### src/rtl/uart_tx_buffer.sv
// Byte FIFO feeding a UART transmitter. It sends one strobe per frame and
// re-strobes the head byte until the UART reports busy, so bytes are neither lost nor duplicated.
module uart_tx_buffer #(
  parameter int unsigned DEPTH_LOG2   = 4,
  parameter int unsigned RETRY_CYCLES = 2
) (
  input  logic                  clk_i,
  input  logic                  rst_ni,
  input  logic                  wr_en_i,
  input  logic [7:0]            wr_data_i,
  input  logic                  flush_i,
  output logic                  full_o,
  output logic                  empty_o,
  output logic [DEPTH_LOG2:0]   count_o,
  output logic                  overflow_o,
  output logic                  transmit_o,
  output logic [7:0]            tx_byte_o,
  input  logic                  is_transmitting_i
);

  localparam int unsigned Depth  = 1 << DEPTH_LOG2;
  localparam int unsigned RetryW = (RETRY_CYCLES < 2) ? 1 : $clog2(RETRY_CYCLES + 1);
  localparam logic [DEPTH_LOG2:0] DepthCount = (DEPTH_LOG2 + 1)'(Depth);
  localparam logic [RetryW-1:0]   RetryMax   = RetryW'(RETRY_CYCLES);

  typedef enum logic [1:0] {
    StIdle,
    StLaunch,
    StWaitBusy,
    StWaitDone
  } state_e;

  logic [7:0]            mem_q [Depth];
  logic [DEPTH_LOG2-1:0] wr_ptr_q, wr_ptr_d;
  logic [DEPTH_LOG2-1:0] rd_ptr_q, rd_ptr_d;
  logic [DEPTH_LOG2:0]   count_q, count_d;
  logic                  overflow_q, overflow_d;
  logic                  transmit_q, transmit_d;
  logic [RetryW-1:0]     retry_q, retry_d;
  state_e                state_q, state_d;

  logic full, empty, push, pop;

  assign full  = (count_q == DepthCount);
  assign empty = (count_q == '0);

  // A pop while full does not make room for a same-cycle push.
  assign push = wr_en_i & ~full & ~flush_i;
  assign pop  = (state_q == StWaitBusy) & is_transmitting_i & ~flush_i;

  assign overflow_d = wr_en_i & full & ~flush_i;

  always_comb begin
    wr_ptr_d = wr_ptr_q;
    rd_ptr_d = rd_ptr_q;
    count_d  = count_q;
    if (flush_i) begin
      wr_ptr_d = '0;
      rd_ptr_d = '0;
      count_d  = '0;
    end else begin
      if (push) wr_ptr_d = wr_ptr_q + 1'b1;
      if (pop)  rd_ptr_d = rd_ptr_q + 1'b1;
      case ({push, pop})
        2'b10:   count_d = count_q + 1'b1;
        2'b01:   count_d = count_q - 1'b1;
        default: count_d = count_q;
      endcase
    end
  end

  always_comb begin
    state_d = state_q;
    retry_d = retry_q;
    case (state_q)
      StIdle: begin
        if (!empty && !flush_i) state_d = StLaunch;
      end
      StLaunch: begin
        retry_d = '0;
        state_d = flush_i ? StIdle : StWaitBusy;
      end
      StWaitBusy: begin
        if (flush_i) begin
          state_d = StIdle;
          retry_d = '0;
        end else if (is_transmitting_i) begin
          state_d = StWaitDone;
        end else begin
          // UART ignored the strobe (e.g. still in its own reset); strobe the same head again.
          retry_d = retry_q + 1'b1;
          if (retry_d == RetryMax) state_d = StLaunch;
        end
      end
      StWaitDone: begin
        // A flush here leaves the byte already on the line to finish.
        if (!is_transmitting_i) state_d = StIdle;
      end
      default: state_d = StIdle;
    endcase
  end

  assign transmit_d = (state_d == StLaunch);

  always_ff @(posedge clk_i or negedge rst_ni) begin
    if (!rst_ni) begin
      state_q    <= StIdle;
      retry_q    <= '0;
      wr_ptr_q   <= '0;
      rd_ptr_q   <= '0;
      count_q    <= '0;
      overflow_q <= 1'b0;
      transmit_q <= 1'b0;
    end else begin
      state_q    <= state_d;
      retry_q    <= retry_d;
      wr_ptr_q   <= wr_ptr_d;
      rd_ptr_q   <= rd_ptr_d;
      count_q    <= count_d;
      overflow_q <= overflow_d;
      transmit_q <= transmit_d;
    end
  end

  // Storage is cleared on reset so tx_byte_o is never X at the UART.
  always_ff @(posedge clk_i or negedge rst_ni) begin
    if (!rst_ni) begin
      for (int unsigned i = 0; i < Depth; i++) mem_q[i] <= '0;
    end else if (push) begin
      mem_q[wr_ptr_q] <= wr_data_i;
    end
  end

  assign full_o     = full;
  assign empty_o    = empty;
  assign count_o    = count_q;
  assign overflow_o = overflow_q;
  assign transmit_o = transmit_q;
  assign tx_byte_o  = mem_q[rd_ptr_q];

endmodule

### config.mk
export PLATFORM = sky130hd
export DESIGN_NAME = uart_tx_buffer
export DESIGN_NICKNAME = d
export VERILOG_FILES = /design/src/rtl/uart_tx_buffer.sv
export SDC_FILE = /design/constraint.sdc
export NUM_CORES = 1
export LEC_CHECK = 0
export ABC_AREA = 1
export ABC_CLOCK_PERIOD_IN_PS = 3260
export BUFFER_PORTS_ARGS = -buffer_cell sky130_fd_sc_hd__buf_2
export CAP_MARGIN = 5
export CORE_ASPECT_RATIO = 0.8
export CORE_MARGIN = 2
export CORE_UTILIZATION = 50
export CTS_BUF_LIST = sky130_fd_sc_hd__clkbuf_8
export DETAILED_ROUTE_END_ITERATION = 8
export PLACE_DENSITY = 0.71
export SYNTH_ARGS = -nofsm -noshare
export SYNTH_HDL_FRONTEND = slang
export SYNTH_SLANG_ARGS = --single-unit
### constraint.sdc
create_clock -name clk_i -period 3.26 [get_ports clk_i]
set_clock_uncertainty 0.05 [all_clocks]
set_input_delay 0.489 -clock clk_i [delete_from_list [all_inputs] [get_ports clk_i]]
set_output_delay 0.489 -clock clk_i [all_outputs]
set_load 0.05 [all_outputs]
==> metrics.yaml, run 1 <==
totalPowerFinal_mw: 5.42
required_ns: 2.72
source_of_the_worst_register_to_register_timing_path: "state_q[0]"
finalWorstPathRequiredPeriod_ns: 3.01
critical_path.max_fanout: 26
antenna_cells_inserted: 0
maxCapViolCount: 0
core_region_area_um2: 13600
fin_worst_hold_slack_ns: 0.224
finalSetupViolCount: 0
h_tree_levels: 4
dieHeight_um: 110
finish.utilization_pct: 55.9
grt_use_total_pct: 25.8
top_level_ports: 30
worst-r2r-setup-slack_ns: 1.14
detailedPlacementHpwl_mm: 12.1
top_layer_used: "met4"
worstSetupEndpoint: "tx_byte_o[5]"
drt-met1-wl_mm: 8.04
ff2ff_path_depth: 15
dpl.cell_count: 968
arrival_ns: 2.47
clk_path_buf_depth: 2
power_density_nw_per_um2: 713
sequential_cell_area_um2: 3680
multiInputGateArea_um2: 2870
synth_largest_area_cell: "sky130_fd_sc_hd__dfrtp_1"
slew_headroom_pct: 51.2
met2RoutedLength_mm: 8.03
global_route_wire_length_before_repair_mm: 29.2
number_of_nets_still_failing_antenna_checks_after_routing: 0
regToRegEndpoint: "count_o[4]"
syn_inst: 795
post_route_wl_mm: 18.1
initial_utilization_pct: 51.2
tightestPinTransition_ns: 0.731
worst_setup_hold_path_clk_slew_ns: 0.09
finalHoldViolations: 0
cts_inserted_buffers: 17
critical_path_class: "register to output pin"
buffer_ports.inserted: 29
grt_overflow_total: 0
avgViaCountPerCell: 5.79
rsz_0062_raised_after_global_routing: "false"
yosys_most_used_dff: "sky130_fd_sc_hd__dfrtp_1"
run_status: "finished clean"
clock-sinks: 147
fraction_of_synthesized_cell_area_taken_by_the_top_area_cell_type_pct: 52.8
final_net_count: 829
dr.pass1.iters: 5
synth-warning-count: 0
timing_max_transition_violations_final: 0
synth_seq_cells: 147
detail_route.wl_per_cell_um: 18.1
post-route-period-util_pct: 92.4
synth_edf_count: 0
async_sr_flop_fraction_pct: 100
vias: 5796
final.fill_count: 1209
die_area_um2: 14900
setup.worst_path.start: "rd_ptr_q[0]"
max_clock_freq_mhz: 332
initial_antenna_violation_count: 0
first_global_vias: 5523
final_layout_size_suffix_gt1_share_pct: 12.7
clock_tree_from_tritoncts: "done"
synth-seq-area-share_pct: 52.8
drt_first_iter_violations: 563
worstSetupEndpointType: "output pin"
syn_area_per_cell_um2: 8.76
grt_max_degree: 66
clk_root_buffer_cell: "sky130_fd_sc_hd__clkbuf_8"
synth_top_cells_by_count: "sky130_fd_sc_hd__nand2_1, sky130_fd_sc_hd__dfrtp_1, sky130_fd_sc_hd__o21ai_0"
placement_rows: 38
min_path_type: "primary input to register"
area_delta_synth_final_pct: 9.09
place.gp.congestion: 0.870
synthMostInstantiatedCell: "sky130_fd_sc_hd__nand2_1"
drc_errors: 0
floorplan.die.width_um: 136
vdd_drop_max_mv: 0.429
layoutNonFillerInstCount: 1001
critPathLaunchType: "register"
wl_met3_mm: 1.58
syn-num-nets: 816
post_cts_buffers: 0
setup-tns-final_ns: 0
p_leak_nw: 3.53
synth_area_um2: 6970
worst_skew_pair.late_latency_ns: 0.45
netlist-cell-type-count: 35
netlist_top_cells_area: "sky130_fd_sc_hd__dfrtp_1, sky130_fd_sc_hd__nand2_1, sky130_fd_sc_hd__o21ai_0, sky130_fd_sc_hd__o21ai_1, sky130_fd_sc_hd__nand4_4"
==> sequential cells by signal (all words and copies together) (netlist names) <==
signal      cells
mem_q         128
count_o         5
rd_ptr_q        4
wr_ptr_q        4
retry_q         2
state_q         2
overflow_o      1
transmit_o      1
==> cell usage in the layout (no fill, tap or decap), types with 8 or more instances in the layout <==
master and n:
sky130_fd_sc_hd__clkbuf_8 17, sky130_fd_sc_hd__inv_1 34, sky130_fd_sc_hd__a221oi_1 11, sky130_fd_sc_hd__o21ai_0 118, sky130_fd_sc_hd__nand2_1 210, sky130_fd_sc_hd__buf_2 28, sky130_fd_sc_hd__buf_4 11, sky130_fd_sc_hd__o22ai_1 12
sky130_fd_sc_hd__nand3_1 23, sky130_fd_sc_hd__ha_1 8, sky130_fd_sc_hd__nand4_2 8, sky130_fd_sc_hd__dfrtp_1 146, sky130_fd_sc_hd__nor2_1 40, sky130_fd_sc_hd__o21ai_1 66, sky130_fd_sc_hd__nand4_4 8, sky130_fd_sc_hd__a21oi_1 27
==> cell families after synthesis <==
| logic type | Yosys count | share of synthesized area, % |
|---|---|---|
| simple gates | 308 | 20.7 |
| compound gates | 241 | 18.5 |
| flops | 147 | 52.8 |
| buf+inv | 88 | 6.11 |
| fa+ha+maj | 8 | 1.44 |
| xor+xnor | 3 | 0.377 |
==> report_power, final <==
part / internal [mW] / switching (mW) / total (mW)
Combinational: 0.421 / 1.06 / 1.48
Sequential: 2.17 / 0.228 / 2.40
Clock: 0.778 / 0.764 / 1.54
==> critical path, cell delays in order (launching register included) <==
cell and delay, ns:
sky130_fd_sc_hd__dfrtp_2 0.42, sky130_fd_sc_hd__clkinv_2 0.25, sky130_fd_sc_hd__buf_4 0.34, sky130_fd_sc_hd__nand2_1 0.11, sky130_fd_sc_hd__a221oi_1 0.30, sky130_fd_sc_hd__o21ai_0 0.20, sky130_fd_sc_hd__nand2_1 0.11, sky130_fd_sc_hd__buf_2 0.26
==> layer usage <==
layer,vias to the layer above,track usage (%)
met5,-,0
li1,2735,-
met1,2758,36.5
met2,264,39.1
met3,39,6.18
met4,0,9.38
==> worst min path at each step <==
stage | start | end | slack, ns | cells after the start
2_1_floorplan | rst_ni | count_o[0] | 0.14 | 0
3_3_place_gp | mem_q[108] | mem_q[108] | 0.41 | 2
3_5_place_dp | mem_q[106] | mem_q[106] | 0.42 | 2
4_1_cts | wr_en_i | overflow_o | 0.20 | 3
5_1_grt | wr_en_i | overflow_o | 0.24 | 3
6_report | wr_en_i | overflow_o | 0.22 | 3
==> through the flow <==
| step | cell area (µm²) | setup slack (ns) |
|---|---|---|
| finish | 7600 | 0.248 |
| global route | 7600 | 0.0408 |
| CTS | 7600 | 0.169 |
| detailed placement | 7160 | 0.698 |
| global placement | 7160 | 0.767 |
| floorplan | 6970 | 0.496 |
==> layout make-up <==
type	count	area share [%]
repair buffers	41	3.21
clock inverters	15	2.55
inverters	41	2.07
flip-flops and latches	147	48.4
clock buffers	17	3.08
multi-input cells	560	37.7
well taps	180	2.96
==> timing repair <==
action                                 CTS  global route
setup endpoints to repair                0             1
hold buffers                             1             0
gates resized for setup                  0             2
endpoints found under the hold margin   59             0
Power figures use the tool's default switching activity.
==> run 2: changes to the inputs <==
==> constraint.sdc (replaced) <==
create_clock -name clk_i -period 3.26 [get_ports clk_i]
set_clock_uncertainty 0.05 [all_clocks]
set_input_delay 0.652 -clock clk_i [delete_from_list [all_inputs] [get_ports clk_i]]
set_output_delay 0.652 -clock clk_i [all_outputs]
set_load 0.05 [all_outputs]
==> run 2 against run 1 <==
Effect of this change: sequential share of layout area down 0.11 points; count of clock-buffer cells in the layout rose by 2; first-iteration DRC count is 9.4% higher; critical path depth is 2 lower; cell count about the same; clock power barely moved; via count is 0.16% higher; combinational power about the same; global-route usage barely moved; wire length down 0.49%; fmax is 3.5% lower; register-to-register slack worse by 0.16 ns; largest cell class unchanged; highest routed layer unchanged.
==> metrics.yaml, run 2 (synthesized netlist as in run 1, its figures left out) <==
maxCapViolCount: 0
dr.pass1.iters: 7
finalHoldViolations: 0
worst-r2r-setup-slack_ns: 0.98
core_region_area_um2: 13600
ff2ff_path_depth: 4
dpl.cell_count: 968
finalWorstPathRequiredPeriod_ns: 3.12
layout.cells.most_common_list: "sky130_fd_sc_hd__nand2_1, sky130_fd_sc_hd__dfrtp_1, sky130_fd_sc_hd__o21ai_0"
initial_utilization_pct: 51.2
grt_overflow_total: 0
slew_headroom_pct: 51.3
h_tree_levels: 4
max_clock_freq_mhz: 320
global_route_wire_length_before_repair_mm: 28.8
source_of_the_worst_register_to_register_timing_path: "wr_ptr_q[2]"
clock_tree_from_tritoncts: "done"
drt_first_iter_violations: 616
antenna_cells_inserted: 0
first_global_vias: 5520
final.fill_count: 1255
top_level_ports: 30
critical_path.max_fanout: 14
required_ns: 2.56
area_delta_synth_final_pct: 9.34
final_instance_area_um2: 7620
final_net_count: 828
post_cts_buffers: 0
placement_rows: 38
worst_skew_pair.late_latency_ns: 0.47
largest_register_ff_count: 128
initial_antenna_violation_count: 0
power_density_nw_per_um2: 707
rsz_0062_raised_after_global_routing: "false"
worstSetupEndpointType: "output pin"
vias: 5805
dieHeight_um: 110
floorplan.die.width_um: 136
run_status: "finished clean"
place.gp.congestion: 0.874
grt_use_total_pct: 25.9
p_leak_nw: 3.54
final_common_cell: "sky130_fd_sc_hd__nand2_1"
critical_path_class: "register to output pin"
critPathLaunchType: "register"
drc_errors: 0
detail_route.wl_per_cell_um: 18.0
totalPowerFinal_mw: 5.39
buffer_ports.inserted: 29
worst_setup_hold_path_clk_slew_ns: 0.09
cts_inserted_buffers: 17
post_dp_cell_area_um2: 7200
die_area_um2: 14900
min_path_type: "primary input to asynchronous set/reset pin"
clk_path_buf_depth: 2
avgViaCountPerCell: 5.81
clock-sinks: 147
arrival_ns: 2.42
post-route-period-util_pct: 95.7
grt_max_degree: 66
regToRegEndpoint: "mem_q[119]"
setup-tns-final_ns: 0
max_flop_register: "mem_q"
vdd_drop_max_mv: 0.346
timing_max_transition_violations_final: 0
number_of_nets_still_failing_antenna_checks_after_routing: 0
finalSetupViolCount: 0
layoutNonFillerInstCount: 1000
post_route_wl_mm: 18.0
clk_root_buffer_cell: "sky130_fd_sc_hd__clkbuf_8"
detailedPlacementHpwl_mm: 11.8
tightestPinTransition_ns: 0.729
final_layout_size_suffix_gt1_share_pct: 12.6
run 2: per-stage QoR:
step / hold slack [ns] / setup WS, ns / utilization, %
after floorplan: 0.306 / 0.333 / -
after global placement: 0.411 / 0.571 / 52.9
after detailed placement: 0.422 / 0.606 / 52.9
after CTS: 0.123 / 0.0920 / 56.0
after global routing: 0.139 / 0.000115 / 56.0
final: 0.111 / 0.140 / 56.0
run 2: report_power, final:
| group | total (mW) | switching (mW) | internal (mW) |
|---|---|---|---|
| sequential | 2.41 | 0.241 | 2.17 |
| combinational | 1.47 | 1.04 | 0.429 |
| clock | 1.51 | 0.712 | 0.794 |
| total | 5.39 | 1.99 | 3.39 |
run 2: timing repair:
item / in CTS / in global routing
setup endpoints to repair: 0 / 2
hold buffers: 0 / 0
resized for setup: 0 / 1
run 2: layer usage:
layer	up-vias	global-route usage (%)	part of all wire, %
met4	0	8.93	1.9
met2	226	41.1	46
met1	2831	35.1	45
met3	28	6.09	7.0
met5	-	0	0
li1	2720	-	-
run 2: worst max-delay path by stage:
stage	start	to	slack (ns)	cells after the start
2_1_floorplan	rd_ptr_q[0]	tx_byte_o[0]	0.33	7
3_3_place_gp	rd_ptr_q[2]	tx_byte_o[2]	0.57	7
3_5_place_dp	rd_ptr_q[2]	tx_byte_o[2]	0.61	7
4_1_cts	rd_ptr_q[2]	tx_byte_o[2]	0.09	7
5_1_grt	rd_ptr_q[3]	tx_byte_o[3]	0.0001	5
6_report	rd_ptr_q[3]	tx_byte_o[0]	0.14	5
run 2: final cells by class:
| cell class | count | area [µm²] | area share, % |
|---|---|---|---|
| clock buffers | 19 | 262 | 3.43 |
| inverters | 41 | 156 | 2.05 |
| clock inverters | 13 | 158 | 2.07 |
| well taps | 180 | 225 | 2.96 |
| multi-input cells | 560 | 2870 | 37.6 |
| repair buffers | 40 | 272 | 3.56 |
| flip-flops and latches | 147 | 3680 | 48.3 |
run 2: worst max-delay path: stages, from the launching register on:
cell                       delay [ns]
sky130_fd_sc_hd__dfrtp_1         0.77
sky130_fd_sc_hd__inv_1           0.27
sky130_fd_sc_hd__a221oi_1        0.36
sky130_fd_sc_hd__o21ai_0         0.14
sky130_fd_sc_hd__o21ai_0         0.11
sky130_fd_sc_hd__buf_2           0.30
==> run 3: changes to the inputs <==
--- a/config.mk
+++ b/config.mk
@@ -7,14 +7,14 @@
 export LEC_CHECK = 0
 export ABC_AREA = 1
 export ABC_CLOCK_PERIOD_IN_PS = 3260
-export BUFFER_PORTS_ARGS = -buffer_cell sky130_fd_sc_hd__buf_2
 export CAP_MARGIN = 5
 export CORE_ASPECT_RATIO = 0.8
 export CORE_MARGIN = 2
 export CORE_UTILIZATION = 50
 export CTS_BUF_LIST = sky130_fd_sc_hd__clkbuf_8
 export DETAILED_ROUTE_END_ITERATION = 8
-export PLACE_DENSITY = 0.71
+export DONT_BUFFER_PORTS = 1
+export PLACE_DENSITY = 0.69
 export SYNTH_ARGS = -nofsm -noshare
 export SYNTH_HDL_FRONTEND = slang
 export SYNTH_SLANG_ARGS = --single-unit
==> run 3 against run 2 <==
Effect of this change: the flow now finishes with violations (hold timing); first-iteration DRC count shrank 31%; combinational power barely moved; cell count shrank 2.4%; non-clock buffer count down 24; register-to-register slack worse by 0.19 ns; die area is the same; setup slack improved by 0.023 ns; sequential share of layout area rose by 0.62 points; final area shrank 1.3%; critical path type unchanged; largest cell class unchanged.
==> metrics.yaml, run 3 (synthesized netlist as in run 1, its figures left out) <==
run_status: "finished with violations"
violations: "hold timing"
worst_setup_hold_path_clk_slew_ns: 0.08
final_net_count: 804
grt_overflow_total: 0
post-route-period-util_pct: 95.0
regToRegEndpoint: "mem_q[78]"
min_path_type: "primary input to asynchronous set/reset pin"
buffer_ports.inserted: 0
dr.pass1.iters: 5
global_route_wire_length_before_repair_mm: 27.7
clk_root_buffer_cell: "sky130_fd_sc_hd__clkbuf_8"
place.gp.congestion: 0.874
vdd_drop_max_mv: 0.456
critical_path.n_buffers_inverters: 1
area_delta_synth_final_pct: 7.96
worstSetupEndpointType: "output pin"
totalPowerFinal_mw: 5.47
core_region_area_um2: 13600
power_density_nw_per_um2: 727
floorplan.die.width_um: 136
multiInputGateArea_um2: 2860
drc_errors: 0
largest_register_ff_count: 128
layout.cells.most_common_list: "sky130_fd_sc_hd__nand2_1, sky130_fd_sc_hd__dfrtp_1, sky130_fd_sc_hd__o21ai_0"
rsz_0062_raised_after_global_routing: "false"
required_ns: 2.56
finalSetupViolCount: 0
critical_path_class: "register to output pin"
dieHeight_um: 110
worst_skew_pair.late_latency_ns: 0.46
h_tree_levels: 4
critPathLaunchType: "register"
grt_use_total_pct: 24.4
p_leak_nw: 3.45
cp_top_family: "compound AO/OA/AOI/OAI gates"
arrival_ns: 2.40
clock_tree_from_tritoncts: "done"
cts_inserted_buffers: 17
post_route_wl_mm: 17.0
sequential_cell_area_um2: 3680
path_cells: "nand2_1, a21oi_1, a221oi_1, o21ai_0, o21ai_1, buf_4"
die_area_um2: 14900
slew_headroom_pct: 54.1
clock-sinks: 147
avgViaCountPerCell: 5.78
drt_first_iter_violations: 422
top_level_ports: 30
final_common_cell: "sky130_fd_sc_hd__nand2_1"
max_flop_register: "mem_q"
finalWorstPathRequiredPeriod_ns: 3.10
final_layout_size_suffix_gt1_share_pct: 9.67
setup-tns-final_ns: 0
vias: 5640
first_global_vias: 5205
grt_max_degree: 148
critical_path.max_fanout: 14
worst-r2r-setup-slack_ns: 0.79
maxCapViolCount: 0
ff2ff_path_depth: 7
detail_route.wl_per_cell_um: 17.5
detailedPlacementHpwl_mm: 11.1
antenna_cells_inserted: 0
placement_rows: 38
crit_path_max_incr_delay_ns: 0.56
source_of_the_worst_register_to_register_timing_path: "count_o[0]"
clk_path_buf_depth: 2
initial_utilization_pct: 51.2
final.fill_count: 1244
fin_worst_hold_slack_ns: -0.159
timing_max_transition_violations_final: 0
number_of_nets_still_failing_antenna_checks_after_routing: 0
crit_slowest_cell: "sky130_fd_sc_hd__dfrtp_1"
initial_antenna_violation_count: 0
max_clock_freq_mhz: 323
finalHoldViolations: 147
tightestPinTransition_ns: 0.689
[run 3: changes by cell type in the layout (fill, tap and decap cells not counted), moves of 2 or more]
| cell | change |
|---|---|
| sky130_fd_sc_hd__buf_2 | -28 |
| sky130_fd_sc_hd__buf_4 | +4 |
| sky130_fd_sc_hd__clkbuf_8 | -2 |
| sky130_fd_sc_hd__clkinv_4 | +2 |
[run 3: layout make-up]
| class | instances | share of cell area, % |
|---|---|---|
| multi-input cells | 560 | 38.1 |
| clock inverters | 15 | 2.56 |
| repair buffers | 16 | 2.26 |
| flip-flops and latches | 147 | 48.9 |
| clock buffers | 17 | 3.11 |
| well taps | 180 | 2.99 |
| inverters | 41 | 2.08 |
[run 3: timing repair]
action | in CTS | in global routing
gates resized for setup | 0 | 0
buffers inserted | 0 | 0
hold endpoints to repair | 147 | 147
[run 3: stage by stage]
step                      instances  setup WS, ns  utilization [%]  cell area (µm²)
after detailed placement        944         0.637             52.2             7090
after floorplan                 795         0.333                -             6970
after global routing            976        0.0545             55.3             7520
after global placement          944         0.678             52.2             7090
final                           976         0.162             55.3             7520
after CTS                       976         0.131             55.3             7520
[run 3: worst max-delay path by stage]
stage,slack [ns],end,cells after the start,start
global route,0.05,tx_byte_o[4],6,rd_ptr_q[2]
detailed placement,0.64,tx_byte_o[0],6,rd_ptr_q[2]
global placement,0.68,tx_byte_o[0],6,rd_ptr_q[2]
finish,0.16,tx_byte_o[0],6,rd_ptr_q[2]
CTS,0.13,tx_byte_o[0],6,rd_ptr_q[2]
floorplan,0.33,tx_byte_o[0],7,rd_ptr_q[0]
[run 3: power by group]
| group | leakage, nW | internal (mW) | total (mW) | switching, mW |
|---|---|---|---|---|
| Sequential | 1.99 | 2.17 | 2.44 | 0.266 |
| Clock | 0.218 | 0.827 | 1.53 | 0.707 |
| Combinational | 1.24 | 0.500 | 1.50 | 0.996 |
[run 3: metal layers]
| layer | share of wire, % | vias to the layer above | wire, µm | global-route usage (%) |
|---|---|---|---|---|
| li1 | - | 2678 | - | - |
| met4 | 1.7 | 0 | 284 | 7.74 |
| met5 | 0 | - | 0 | 0 |
| met1 | 48 | 2750 | 8190 | 35.9 |
| met2 | 44 | 187 | 7510 | 36.3 |
| met3 | 6.2 | 25 | 1060 | 5.44 |
